### config.mk
export PLATFORM = sky130hd
export DESIGN_NAME = pc_update_unit
export DESIGN_NICKNAME = d
export VERILOG_FILES = /design/src/rtl/pc_update_unit_pkg.sv /design/src/rtl/pc_update_unit_branch_cond_eval.sv /design/src/rtl/pc_update_unit.sv
export SDC_FILE = /design/constraint.sdc
export NUM_CORES = 1
export LEC_CHECK = 0
export ABC_AREA = 1
export CAP_MARGIN = 20
export CORE_ASPECT_RATIO = 0.6
export CORE_MARGIN = 1.5
export CORE_UTILIZATION = 44
export CTS_BUF_LIST = sky130_fd_sc_hd__clkbuf_8
export CTS_CLUSTER_DIAMETER = 80
export DETAILED_ROUTE_END_ITERATION = 12
export GPL_TIMING_DRIVEN = 0
export PLACE_DENSITY_LB_ADDON = 0.2
export SETUP_SLACK_MARGIN = 0.1
export SLEW_MARGIN = 5
export SYNTH_ARGS = -nofsm -noshare
export SYNTH_HDL_FRONTEND = slang
export SYNTH_SLANG_ARGS = --single-unit
### constraint.sdc
create_clock -name clk -period 1.45 [get_ports clk]
set_input_delay 0.2175 -clock clk [delete_from_list [all_inputs] [get_ports clk]]
set_output_delay 0.2175 -clock clk [all_outputs]
set_load 0.1 [all_outputs]
### src/rtl/pc_update_unit_pkg.sv
// rtl/pc_update_unit_pkg.sv - shared encodings and defaults for the PC update stage
package pc_update_unit_pkg;

  typedef enum logic [1:0] {
    RUN      = 2'd0,
    EXC_SAVE = 2'd1,
    EXC_JUMP = 2'd2
  } pc_state_e;

  typedef enum logic [1:0] {
    BR_EQ = 2'd0,
    BR_NE = 2'd1,
    BR_GT = 2'd2,
    BR_LE = 2'd3
  } branch_type_e;

  typedef enum logic [1:0] {
    CAUSE_OVF      = 2'd0,
    CAUSE_OPCODE   = 2'd1,
    CAUSE_MISALIGN = 2'd3
  } cause_e;

  localparam logic [31:0] DEFAULT_RESET_PC   = 32'h0000_0000;
  localparam logic [31:0] DEFAULT_EXC_VECTOR = 32'h0000_00FC;

endpackage

### src/rtl/pc_update_unit_branch_cond_eval.sv
// rtl/pc_update_unit_branch_cond_eval.sv - branch condition evaluation from ALU flags
module pc_update_unit_branch_cond_eval
  import pc_update_unit_pkg::*;
(
  input  logic [1:0] branch_type,
  input  logic       alu_zero,
  input  logic       alu_gt,
  output logic       taken
);

  always_comb begin
    taken = 1'b0;
    case (branch_type_e'(branch_type))
      BR_EQ:   taken = alu_zero;
      BR_NE:   taken = !alu_zero;
      BR_GT:   taken = alu_gt;
      BR_LE:   taken = !alu_gt;
      default: taken = 1'b0;
    endcase
  end

endmodule

### src/rtl/pc_update_unit.sv
// rtl/pc_update_unit.sv - PC register with branch-qualified writes and two-cycle exception entry
// Optional PC_MISALIGN_CHECK_EN turns misaligned PC writes into internal exceptions.
module pc_update_unit
  import pc_update_unit_pkg::*;
#(
  parameter logic [31:0] RESET_PC   = DEFAULT_RESET_PC,
  parameter logic [31:0] EXC_VECTOR = DEFAULT_EXC_VECTOR
) (
  input  logic        clk,
  input  logic        reset,
  input  logic [31:0] next_pc,
  input  logic        pc_write,
  input  logic        pc_write_cond,
  input  logic [1:0]  branch_type,
  input  logic        alu_zero,
  input  logic        alu_gt,
  input  logic        exc_req,
  input  logic [1:0]  exc_code,
  output logic [31:0] pc_out,
  output logic [31:0] epc_out,
  output logic [1:0]  cause_out,
  output logic        busy
);

  pc_state_e   state, state_next;
  logic [31:0] pc_q, pc_next;
  logic [31:0] epc_q, epc_next;
  logic [1:0]  cause_q, cause_next;
  logic        busy_q;
  logic        taken;
  logic        wr_en;

  pc_update_unit_branch_cond_eval u_branch_cond_eval (
    .branch_type (branch_type),
    .alu_zero    (alu_zero),
    .alu_gt      (alu_gt),
    .taken       (taken)
  );

  assign wr_en = pc_write | (pc_write_cond & taken);

  always_comb begin
    state_next = state;
    pc_next    = pc_q;
    epc_next   = epc_q;
    cause_next = cause_q;
    case (state)
      RUN: begin
        // External exception outranks both PC writes and the misalign trap
        if (exc_req) begin
          cause_next = exc_code;
          state_next = EXC_SAVE;
        end
`ifdef PC_MISALIGN_CHECK_EN
        else if (wr_en && (next_pc[1:0] != 2'b00)) begin
          cause_next = CAUSE_MISALIGN;
          state_next = EXC_SAVE;
        end
`endif
        else if (wr_en) begin
          pc_next = next_pc;
        end
      end
      EXC_SAVE: begin
        // PC was already advanced at fetch, so the faulting instruction sits 4 back
        epc_next   = pc_q - 32'd4;
        state_next = EXC_JUMP;
      end
      EXC_JUMP: begin
        pc_next    = EXC_VECTOR;
        state_next = RUN;
      end
      default: state_next = RUN;
    endcase
  end

  always_ff @(posedge clk) begin
    if (reset) begin
      state   <= RUN;
      pc_q    <= RESET_PC;
      epc_q   <= 32'h0;
      cause_q <= 2'b00;
      busy_q  <= 1'b0;
    end else begin
      state   <= state_next;
      pc_q    <= pc_next;
      epc_q   <= epc_next;
      cause_q <= cause_next;
      busy_q  <= (state_next != RUN);
    end
  end

  assign pc_out    = pc_q;
  assign epc_out   = epc_q;
  assign cause_out = cause_q;
  assign busy      = busy_q;

endmodule

## After elaboration in Yosys (flattened, before gate mapping)

Cells that the tools add are included.

- Input bits: 43
- Word-level logic and storage cells: 29
- Output and inout port bits: 67
- Bits in registers: 69

- Mux-type cells: 6
- Reduce and logical (&&, ||, !) cells: 8
- $add $sub $neg: 1
- Eq/ne operators: 7
- Bitwise gates (word level): 2

Operators with widths:

| cell | number |
|---|---|
| two-way mux 32 bit | 2 |
| one-hot mux 32 bit (2 select lines) | 1 |
| subtractor 32 x 3 -> 32 bit (second input constant) | 1 |
| equality test 2 bit (second input constant) | 3 |
| equality test 2 x 1 -> 1 bit (second input constant) | 2 |
| zero test 2 bit | 2 |
| inequality test 2 bit (second input constant) | 2 |
| one-hot mux 1 bit (4 select lines) | 1 |
| one-hot mux 2 bit (2 select lines) | 1 |
| nonzero test 2 bit | 2 |
| AND reduction 3 bit | 1 |
| zero test 1 bit | 2 |
| two-way mux 2 bit | 1 |
| AND reduction 2 bit | 1 |
| AND 1 bit | 1 |
| OR 1 bit | 1 |

## Logic depth before layout (Yosys ltp)

Gate-level depths: netlist of run 1.

- Word-level depth: 7
- Mapped depth: 11
- Depth with buffers taken out: 10

## Modules after synthesis

From an unflattened synthesis of run 1, not the netlist that was laid out.

- Cell total of the unflattened synthesis: 534
- Area, all modules: 3,619.7 µm²

By module, submodules not included:

| module | sequential area each (µm²) | times used | cells each | area an instance (µm²) |
|---|---|---|---|---|
| pc_update_unit | 1,381.3 | 1 | 523 | 3,575.9 |
| pc_update_unit_branch_cond_eval | 0.0 | 1 | 11 | 43.8 |

## Least setup slack after synthesis of run 1

No wires, ideal clock.

- Path kind: reg-to-reg
- Start: register pc_q[2], in the netlist pc_out[2]
- End: register epc_q[16], in the netlist epc_out[16]
- Cell stages (with the launch flop): 10
- Data arrival time: 2,025 ps
- Required time: 1,389 ps
- Clock period less this slack: 2,086 ps
- Path buffers: 0
- Setup slack: -636 ps
- Cells stage by stage: dfxtp_1 inv_1 ha_1 nand2_1 nor2_1 nand2_1 nand2_1 nand3_1 o211ai_1 inv_1

- Longest elaborated chain between the ends: 1

RTL lines:

| item | RTL line | text |
|---|---|---|
| start, declared | pc_update_unit.sv:26 | `logic [31:0] pc_q, pc_next;` |
| start signal, assigned | pc_update_unit.sv:86 | `pc_q <= pc_next;` |
| subtractor 32 x 3 -> 32 bit | pc_update_unit.sv:66 | `epc_next = pc_q - 32'd4;` |
| end signal, assigned | pc_update_unit.sv:87 | `epc_q <= epc_next;` |
| end, declared | pc_update_unit.sv:27 | `logic [31:0] epc_q, epc_next;` |

No other way between the ends.
A chain may end at the register's enable or synchronous reset.

## Final worst setup path of run 1

- Start: register pc_q[7], in the netlist pc_out[7]
- End: output port pc_out[7]

RTL lines:

| item | RTL line | text |
|---|---|---|
| end, declared | pc_update_unit.sv:19 | `output logic [31:0] pc_out,` |

No word-level cell between the ends.

==> results of run 1 <==
==> flip-flops by register name, summed over array words and instances, names as in the netlist <==
signal and count:
busy 1, cause_out 2, epc_out 32, pc_out 32, state 2
==> stage by stage <==
step	setup WS [ns]	util, %	instances
4_1_cts	0.09661	64.73	833
3_5_place_dp	-0.3558	63.40	811
3_3_place_gp	-0.3304	63.40	811
2_1_floorplan	0.1025	-	594
6_report	0.07703	71.24	849
5_1_grt	0.01624	71.24	849
==> Yosys cell counts <==
| master | number |
|---|---|
| a21oi_1 | 39 |
| a21oi_4 | 1 |
| a31oi_1 | 3 |
| buf_1 | 1 |
| buf_2 | 6 |
| buf_4 | 6 |
| buf_6 | 7 |
| clkbuf_1 | 6 |
| clkinv_1 | 1 |
| dfxtp_1 | 69 |
| ha_1 | 1 |
| inv_1 | 64 |
| inv_2 | 4 |
| nand2_1 | 137 |
| nand2_2 | 6 |
| nand2_4 | 2 |
| nand3_1 | 55 |
| nand3b_1 | 3 |
| nand4_1 | 4 |
| nor2_1 | 135 |
| nor2_2 | 3 |
| nor2_4 | 3 |
| nor2_8 | 1 |
| nor3_1 | 1 |
| o211ai_1 | 5 |
| o21ai_0 | 18 |
| o21ai_1 | 9 |
| o21bai_1 | 1 |
| xnor2_1 | 2 |
| xor2_1 | 1 |
==> layer usage <==
layer,vias up,share of wire [%],track usage (%)
met4,0,1.0,6.331
met5,-,0,0
li1,2153,-,-
met1,2021,47,43.37
met2,187,42,44.13
met3,14,10,8.972
==> layout make-up <==
class	count	area (µm²)	share of cell area [%]
Tap cell	108	135.1	2.350
Sequential cell	69	1478	25.70
Inverter	69	261.5	4.548
Clock inverter	7	67.56	1.175
Buffer	26	241.5	4.200
Multi-Input combinational cell	430	2295	39.91
Timing Repair Buffer	131	1147	19.96
Clock buffer	9	123.9	2.155
==> logic make-up (layout without fill, tap and decap cells) <==
group	count (synthesis)	in the layout	share of synthesized area [%]
buf+inv	95	242	11.71
fa+ha+maj	1	1	0.3335
compound gates	76	76	10.94
simple gates	350	350	39.49
xor+xnor	3	3	0.7006
flops	69	69	36.82
==> worst max-delay path: stages (launching register included) <==
cell	delay, ns
dfxtp_4	0.39
buf_4	0.13
buf_4	0.28
==> what timing repair did <==
action,in CTS,in global routing
hold endpoints to repair,0,0
resized for setup,410,112
setup buffers,6,15
setup endpoints to repair,114,88
cloned,0,1
pin swaps,8,29
==> where the power goes <==
group,internal [µW],switching [µW]
logic,960,2230
clock network,784,771
registers,2070,252
==> worst paths after layout <==
| kind | endpoint | slack (ns) | cells past startpoint |
|---|---|---|---|
| worst min register to register | epc_out[2] | 0.48 | 1 |
| worst max register to register | epc_out[31] | 0.08 | 8 |
| worst max-delay path | pc_out[7] | 0.08 | 2 |
| worst min-delay path | pc_out[11] | 0.46 | 3 |
==> impl_metrics.toml, run 1 <==
[global_routing]
antenna_found_initial = 0
grt_pass1_vias = 3921
grt-ovfl-total = 0
grt_usage_pct = 29.99
grt_max_degree = 13
grt_pass1_wl_um = 20250

[routing]
wl_per_cell_um = 15.73
drc = 0
drt_iter0_markers = 294
firstDrtPassIters = 5
detail_route.wirelength_um = 13360
via_per_inst = 5.153
num_vias = 4375
ant_nets = 0

[place]
port_buffers = 109
routabilityCongestion = 0.9203
placed_cell_area_um2 = 5116
dp.final_hpwl_um = 9980

[layout]
nFillCells = 664
layout-drive-gt1-share_pct = 34.41
areaGrowthSynthToFinish_pct = 53.27
stdcell_area_um2 = 5749
mostFrequentLayoutCells = "nand2_1 (124), nor2_1 (102), inv_1 (60)"
nets = 780
antenna_cells = 0
final_common_cell = "nand2_1"

[pwr]
p_per_area_nw_per_um2 = 1228
fin_total_pwr_uw = 7062
peakVddDrop_mv = 0.6746
power_leakage_uw = 0.002779

[timing]
hold_slack_ns = 0.4552
tns_ns = 0
hold_viol_final = 0
max_freq_mhz = 728.3
slew_violations = 0
relSlewSlack_pct = 60.35
finalCriticalPeriod_ns = 1.373
timing.final.crit_share_pct = 94.69
rsz0062_at_grt = "yes"
fin_skew_ns = 0.008225
setup_viol = 0
tightest_slew_ns = 0.5948

[logic_synthesis]
ys_seq_elements = 69
synth_area_leaders = "dfxtp_1 (37%), nand2_1 (14%), nor2_1 (14%)"
synth_nets = 638
synth_top_area_share_pct = 36.82
synthDistinctLibCells = 30
synth_top_area_cell = "dfxtp_1"
synth_area_per_cell_um2 = 6.315
ys_warn_count = 0
yosysSeqAreaShare_pct = 36.82
synth_area_um2 = 3751
synthCells = 594

[critical_path]
crit_arrival_ns = 1.16
cp-start-kind = "flip-flop"
path_class = "reg2out"
crit_fanout = 4
cp.required_ns = 1.23
end_kind = "primary output"
r2r_start = "pc_out[8]"
crit_start = "pc_out[7]"

[floorplan]
rows = 25
core_um2 = 8070
die_y_um = 74.52
dieArea_um2 = 9106
start_util_pct = 46.48
ios = 110
fp.dieW_um = 122.2

[cts]
cts_tree = "done"
cts_made_buffers = 9
clkLatencyLatePin_ns = 0.36
cts_root_buf = "clkbuf_8"
htreeDepth = 3
cts.sinks = 69
clkSlewWorstSetupHoldPaths_ns = 0.08
postCtsHoldBufs = 0
clockBufferDepth = 2

[outcome]
status = "finished, final reports clean"

[flow_run]
maxCapViolations = 0

[hold_path]
hold_path.class = "in2reg"
hold_start = "next_pc[11]"
No activity file was read; power rests on OpenSTA's default activity.
==> run 2: changes to the inputs <==
--- a/config.mk
+++ b/config.mk
@@ -8,7 +8,7 @@
 export ABC_AREA = 1
 export CAP_MARGIN = 20
 export CORE_ASPECT_RATIO = 0.6
-export CORE_MARGIN = 1.5
+export CORE_MARGIN = 2
 export CORE_UTILIZATION = 44
 export CTS_BUF_LIST = sky130_fd_sc_hd__clkbuf_8
 export CTS_CLUSTER_DIAMETER = 80
==> run 2 against run 1 <==
Against the previous run:
- sequential share of layout area rose by 0.24 points
- highest routed layer unchanged
- routed wire length rose by 0.62%
- fmax fell by 0.56%
- total power fell by 3.5%
- clock-buffer cell count did not move
==> impl_metrics.toml, run 2 (same netlist as run 1, synthesis figures left out) <==
[global_routing]
grt_pass1_vias = 3758
grt_max_degree = 12
grt_pass1_wl_um = 19700
antenna_found_initial = 0
grt-ovfl-total = 0
grt_usage_pct = 28.56

[layout]
nets = 777
multi_input_area_um2 = 2323
layout-drive-gt1-share_pct = 34.69
final_common_cell = "nand2_1"
nFillCells = 774
mostFrequentLayoutCells = "nand2_1 (123), nor2_1 (99), inv_1 (62), buf_4 (62), nand3_1 (47)"
antenna_cells = 0
areaGrowthSynthToFinish_pct = 52.10
regArea_um2 = 1480

[critical_path]
path_cells = "nor2_4 -> nand2_4 -> nor2_8 -> nand2_4 -> o21ai_2 -> nand3_2 -> nand2_1 -> inv_1"
cp-start-kind = "flip-flop"
worst_path_most_repeated_cell = "nand2_4"
reg2reg_to = "epc_out[31]"
path_class = "reg2reg"
critPathSlowestCell = "dfxtp_4"
path_buf_inv = 1
path_delay_family = "simple AND/OR/NAND/NOR gates"
crit_arrival_ns = 1.64
ff2ff_path_depth = 8
end_kind = "flip-flop"
crit_fanout = 5
critPathMaxStageDelay_ns = 0.38
cp.required_ns = 1.71
reg2reg_slack_ns = 0.07
r2r_start = "pc_out[7]"

[floorplan]
dieArea_um2 = 9304
rows = 26
core_um2 = 8393
ios = 110
fp.dieW_um = 123.2
die_y_um = 75.52
start_util_pct = 44.69

[flow_run]
maxCapViolations = 0

[routing]
detail_route.wirelength_um = 13440
wl_per_cell_um = 15.81
drt_iter0_markers = 345
ant_nets = 0
firstDrtPassIters = 5
via_per_inst = 5.116
drc = 0
num_vias = 4349

[cts]
cts_root_buf = "clkbuf_8"
htreeDepth = 3
cts_made_buffers = 9
clockBufferDepth = 2
cts.sinks = 69
cts_tree = "done"
clkLatencyLatePin_ns = 0.36
clkSlewWorstSetupHoldPaths_ns = 0.07

[hold_path]
hold_start = "next_pc[21]"
hold_path_end = "pc_out[21]"
hold_path.class = "in2reg"
hold_depth = 3

[timing]
slew_violations = 0
hold_viol_final = 0
tightest_slew_ns = 0.5607
fin_ws_ns = 0.06932
rsz0062_at_grt = "yes"
timing.final.crit_share_pct = 95.22
max_freq_mhz = 724.3
relSlewSlack_pct = 62.62
fin_skew_ns = 0.004676
setup_viol = 0
finalCriticalPeriod_ns = 1.381

[place]
dp.final_hpwl_um = 9836
post-place-ws_ns = -0.3621
routabilityCongestion = 0.8887
port_buffers = 109

[pwr]
peakVddDrop_mv = 0.6049
p_per_area_nw_per_um2 = 1194
fin_total_pwr_uw = 6812
power_leakage_uw = 0.002749

[outcome]
status = "finished, final reports clean"
run 2: changes by cell type in the layout (fill, tap and decap cells not counted), sizes merged:
cell    previous run  this run
clkinv             4         5
clkbuf            44        38
bufinv             1         0
buf               80        83
run 2: metrics by stage:
| step | cells | hold WS (ns) | setup TNS (ns) | instance area [µm²] | utilization (%) |
|---|---|---|---|---|---|
| CTS | 836 | 0.4368 | 0 | 5165 | 61.54 |
| finish | 850 | 0.4469 | 0 | 5705 | 67.98 |
| floorplan | 594 | 0.3539 | 0 | 3890 | - |
| global route | 850 | 0.4492 | 0 | 5705 | 67.98 |
| global placement | 815 | 0.4661 | -26.76 | 5121 | 61.02 |
| detailed placement | 815 | 0.4735 | -28.13 | 5121 | 61.02 |
run 2: area by class of cell:
| type | count | share of cell area [%] |
|---|---|---|
| clock inverter | 7 | 0.6140 |
| buffer | 26 | 3.969 |
| timing repair buffer | 128 | 19.45 |
| clock buffer | 9 | 2.171 |
| inverter | 69 | 4.671 |
| tap | 112 | 2.456 |
| sequential | 69 | 25.94 |
| multi-input combinational | 430 | 40.72 |
run 2: worst max-delay path by stage:
| stage | start | endpoint | slack, ns | cells past startpoint |
|---|---|---|---|---|
| after floorplan | pc_out[9] | epc_out[23] | 0.10 | 10 |
| after global placement | pc_out[29] | pc_out[29] | -0.35 | 1 |
| after detailed placement | reset | pc_out[30] | -0.36 | 6 |
| after CTS | pc_out[8] | epc_out[16] | 0.08 | 8 |
| after global routing | pc_out[7] | epc_out[31] | 0.01 | 8 |
| final | pc_out[7] | epc_out[31] | 0.07 | 8 |
run 2: worst register-to-register path: cells and delay by family (launching register included):
kind / cells / cell delay (ns)
flops: 1 / 0.38
simple gates: 6 / 0.74
buf+inv: 1 / 0.03
compound gates: 1 / 0.13
run 2: per-layer routing:
layer | global-route usage [%] | vias up | share of wire (%)
met3 | 6.811 | 17 | 8.2
met5 | 0 | - | 0
li1 | - | 2153 | -
met1 | 42.64 | 1993 | 49
met2 | 41.15 | 186 | 42
met4 | 7.071 | 0 | 0.96
run 2: report_power, final:
part | internal (µW) | switching, µW | leakage (µW)
clock | 595 | 748 | 0.0000911
sequential | 2070 | 267 | 0.000587
combinational | 923 | 2210 | 0.00207
run 2: timing repair:
action                                  in CTS  in global routing
cloned                                       0                  3
pin swaps                                    7                 37
hold buffers                                 0                  0
endpoints found under the setup margin     110                 83
gates resized for setup                    404                126
buffers inserted                             5                 11
